**src/rtl/output_port.sv**
```systemverilog
// Output stage of the Nano datapath: captures ULA results on LdOUTPUT into a small
// first-word-fall-through FIFO and presents them to a consumer over valid/ready.
module output_port #(
  parameter int unsigned WIDTH = 8,
  parameter int unsigned DEPTH = 4,
  localparam int unsigned AW = $clog2(DEPTH)
) (
  input  logic             clk,
  input  logic             rst,
  input  logic             LdOUTPUT,
  input  logic [WIDTH-1:0] DataIn,
  input  logic             OutReady,
  input  logic             ClrOvf,
  output logic [WIDTH-1:0] OutData,
  output logic             OutValid,
  output logic             Full,
  output logic             Empty,
  output logic [AW:0]      Count,
  output logic             Overflow
);

  localparam logic [AW:0] FullCnt = (AW + 1)'(DEPTH);
  localparam logic [AW:0] OneCnt  = (AW + 1)'(1);

  typedef enum logic [0:0] {StIdle, StPresent} state_e;

  state_e           state_q, state_d;
  logic [WIDTH-1:0] mem_q [DEPTH];
  logic [AW-1:0]    wp_q, rp_q;
  logic [AW:0]      cnt_q, cnt_d;
  logic             ovf_q, ovf_d;
  logic             full, pop, push_ok, drop;

  assign full    = (cnt_q == FullCnt);
  assign pop     = OutValid & OutReady;
  // A full buffer still accepts a write when the head leaves in the same cycle.
  assign push_ok = LdOUTPUT & (~full | pop);
  assign drop    = LdOUTPUT & full & ~pop;

  always_comb begin
    cnt_d = cnt_q;
    if (push_ok && !pop) begin
      cnt_d = cnt_q + OneCnt;
    end else if (pop && !push_ok) begin
      cnt_d = cnt_q - OneCnt;
    end
  end

  // Drop wins over clear so a write lost in the clearing cycle is not hidden.
  always_comb begin
    ovf_d = ovf_q;
    if (drop) begin
      ovf_d = 1'b1;
    end else if (ClrOvf) begin
      ovf_d = 1'b0;
    end
  end

  always_comb begin
    state_d = state_q;
    unique case (state_q)
      StIdle: begin
        if (push_ok) state_d = StPresent;
      end
      StPresent: begin
        if (pop && !push_ok && cnt_q == OneCnt) state_d = StIdle;
      end
      default: state_d = StIdle;
    endcase
  end

  always_ff @(posedge clk or negedge rst) begin
    if (!rst) begin
      state_q <= StIdle;
      wp_q    <= '0;
      rp_q    <= '0;
      cnt_q   <= '0;
      ovf_q   <= 1'b0;
      for (int i = 0; i < DEPTH; i++) begin
        mem_q[i] <= '0;
      end
    end else begin
      state_q <= state_d;
      cnt_q   <= cnt_d;
      ovf_q   <= ovf_d;
      if (push_ok) begin
        mem_q[wp_q] <= DataIn;
        wp_q        <= wp_q + AW'(1);
      end
      if (pop) begin
        rp_q <= rp_q + AW'(1);
      end
    end
  end

  assign OutValid = (state_q == StPresent);
  assign OutData  = mem_q[rp_q];
  assign Full     = full;
  assign Empty    = (cnt_q == '0);
  assign Count    = cnt_q;
  assign Overflow = ovf_q;

endmodule

```
**config.mk**
```make
export PLATFORM = sky130hd
export DESIGN_NAME = output_port
export DESIGN_NICKNAME = d
export VERILOG_FILES = /design/src/rtl/output_port.sv
export SDC_FILE = /design/constraint.sdc
export NUM_CORES = 1
export LEC_CHECK = 0
export BUFFER_PORTS_ARGS = -buffer_cell sky130_fd_sc_hd__buf_2
export CORE_UTILIZATION = 40
export DETAILED_ROUTE_END_ITERATION = 7
export SLEW_MARGIN = 20
export SYNTH_ARGS = -nofsm -noshare
export SYNTH_HDL_FRONTEND = slang
export SYNTH_SLANG_ARGS = --single-unit
```
**constraint.sdc**
```tcl
create_clock -name clk -period 3.6 [get_ports clk]
set_clock_uncertainty 0.05 [all_clocks]
set_input_delay 0.18 -clock clk [delete_from_list [all_inputs] [get_ports clk]]
set_output_delay 0.18 -clock clk [all_outputs]
set_load 0.01 [all_outputs]
```
==> results.yml <==
timing:
  relSlewSlack_pct: 39.9
  setup_viol: 0
  final_max_slew_viol_count: 0
  fin_crit_sh_pct: 56.0
  holdWs_ns: 0.0245
  rsz0062_at_grt: "false"
  tightestPinTransition_ns: 0.901
  fin_crit_ns: 2.02
  report.final.hold_viol_count: 0
  fmax_ghz: 0.496
  fin_tns_setup_ns: 0
setup_path:
  endpoint_kind: "output pin"
  r2r-start: "Count[0]"
  r2r-end: "Count[2]"
  worst_ep_required_time_ns: 3.37
  cp_max_fo: 10
  start_kind: "register"
  r2r_slack_ns: 1.75
  path_class: "register to output pin"
  worstPathArrival_ns: 1.79
  reg2reg_depth: 8
finish:
  nNetsFinal: 186
  antennaDiodeCount: 0
  n_fill_cell: 413
  seqCellArea_um2: 1030
  multiInputGateArea_um2: 896
  final_area_um2: 2330
  syn_to_final_growth_pct: 18.2
  layout-drive-gt1-share_pct: 50.6
clock_tree:
  htreeDepth: 2
  cts_buffers: 5
  path_clk_slew_ns: 0.08
  cts_tree: "yes"
  clock_latency_ns: 0.28
  cts_resized: 0
  clock-sinks: 41
  cts_root_buffer: "clkbuf_8"
  cts_buffer_depth: 2
floorplanning:
  die-area_um2: 5200
  rows: 25
  die_w_um: 72.1
  io_pins: 28
  start_util_pct: 41.7
  chipHeight_um: 72.1
  fp.coreArea_um2: 4720
detailed_routing:
  post-route-drc-count: 0
  num_vias: 1142
  drt_iter0_drc: 62
  antenna_left: 0
  finalWirelength_um: 3430
  wl_per_cell_um: 14.8
  vias_per_cell: 4.94
  dr.pass1.iters: 3
pwr:
  ir_drop_v: 0.000422
  power.leakage_nw: 1.03
  p_per_area_nw_per_um2: 950
logic_synthesis:
  synth_seq_cells: 41
  seq_area_frac_synth_pct: 52.1
  synthTopCellsByArea: "dfrtp_1 (52%), mux2_2 (17%), mux4_2 (9.2%), ha_1 (6.4%), a21oi_4 (3.3%)"
  synth_area_um2: 1970
  synth.distinct_cells: 24
  yosysTopAreaCell: "dfrtp_1"
  syn_inst: 130
  synth_warnings: 0
  synth_top_area_share_pct: 52.1
  synthesis.nets: 153
  syn_area_per_cell_um2: 15.1
flow_run:
  drv_cap: 0
min_path:
  hold_class: "input port to register"
  holdPathEnd: "Overflow"
  hold_depth: 2
  hold_start: "ClrOvf"
global_route:
  antenna_found_initial: 0
  grt_pass1_vias: 1175
  grt_max_degree: 42
  groute.usage.overall_pct: 15.1
  grt_pass1_wl_um: 5840
  globalRouteOverflowTotal: 0
run_status:
  status: "finished, final reports clean"
placed_design:
  place_hpwl_um: 2390
  io_buffer_count: 27
  dpl_cell_area_um2: 2180
  globalplace.congestion: 0.729
[registers in the layout (all words and copies together), names as in the netlist]
name      flops
mem_q        32
OutValid      1
Count         3
rp_q          2
wp_q          2
Overflow      1
[worst max-delay path by stage]
stage          startpoint          to
3_3_place_gp     Count[0]    Count[2]
4_1_cts           rp_q[0]  OutData[6]
3_5_place_dp     Count[0]    Count[2]
5_1_grt           rp_q[0]  OutData[6]
6_report          rp_q[0]  OutData[6]
2_1_floorplan    Count[0]    Count[2]
[critical path, cell delays in order, from the launching register on]
cell and delay, ns:
dfrtp_1 0.75, mux4_2 0.60, buf_2 0.16
[timing repair]
action                                  CTS  global route
endpoints found under the setup margin    0             0
buffers inserted                          0             0
hold endpoints to repair                 29             0
hold buffers                              1             0
[layout make-up]
class,instances,area share (%)
repair buffers,28,6.24
inverters,8,1.61
clock buffers,5,2.96
clock inverters,3,2.96
well taps,67,3.60
multi-input cells,79,38.5
flip-flops and latches,41,44.1
[cells in the final DEF (no fill, tap or decap), drive strengths merged]
master / n
mux2i: 1
mux2: 33
nand3: 1
bufinv: 2
xor2: 2
nor2: 1
clkbuf: 5
a21oi: 4
inv: 9
o21ai: 5
buf: 27
nor2b: 1
mux4: 8
ha: 10
xnor2: 4
nand2: 9
dfrtp: 41
dlygate4sd3: 1
[through the flow]
stage          total power [mW]  utilization [%]  instances  setup WS [ns]
5_1_grt                    2.37             49.2        231           1.47
3_5_place_dp               1.80             46.1        222           1.76
3_3_place_gp               1.75             46.1        222           1.80
4_1_cts                    2.25             49.2        231           1.54
6_report                   2.21             49.2        231           1.58
2_1_floorplan              1.52                -        130           1.88
[kinds of logic (layout without fill, tap and decap cells)]
group,Yosys count,in the layout,share of synthesized area (%)
mux,42,42,28.7
flops,41,41,52.1
simple gates,12,12,2.99
fa+ha+maj,10,10,6.36
buf+inv,10,44,2.35
compound gates,9,9,4.77
xor+xnor,6,6,2.67
[Yosys cell counts]
master / number
xnor2_1: 4
mux2i_1: 1
nor2b_1: 1
dfrtp_1: 41
mux2_1: 3
inv_4: 1
xor2_1: 2
inv_1: 5
nand2_2: 1
mux2_4: 1
inv_6: 1
o21ai_2: 1
nand2_4: 1
mux2_2: 29
nand3_1: 1
ha_1: 10
a21oi_4: 4
inv_2: 1
clkbuf_1: 1
nor2_1: 1
mux4_2: 8
nand2_1: 7
o21ai_0: 4
buf_2: 1
[metal layers]
metal	vias up	global-route usage [%]	part of all wire, %
met2	24	24.9	50
met3	2	4.72	5.0
li1	527	-	-
met1	589	19.3	44
met4	0	3.92	0.50
met5	-	0	0
[where the power goes]
part           internal [mW]  switching, mW
Clock                  0.279          0.162
Combinational          0.512          0.372
Sequential             0.695          0.189
Total                   1.49          0.723
Note: power is estimated with default switching activity, not from simulation.
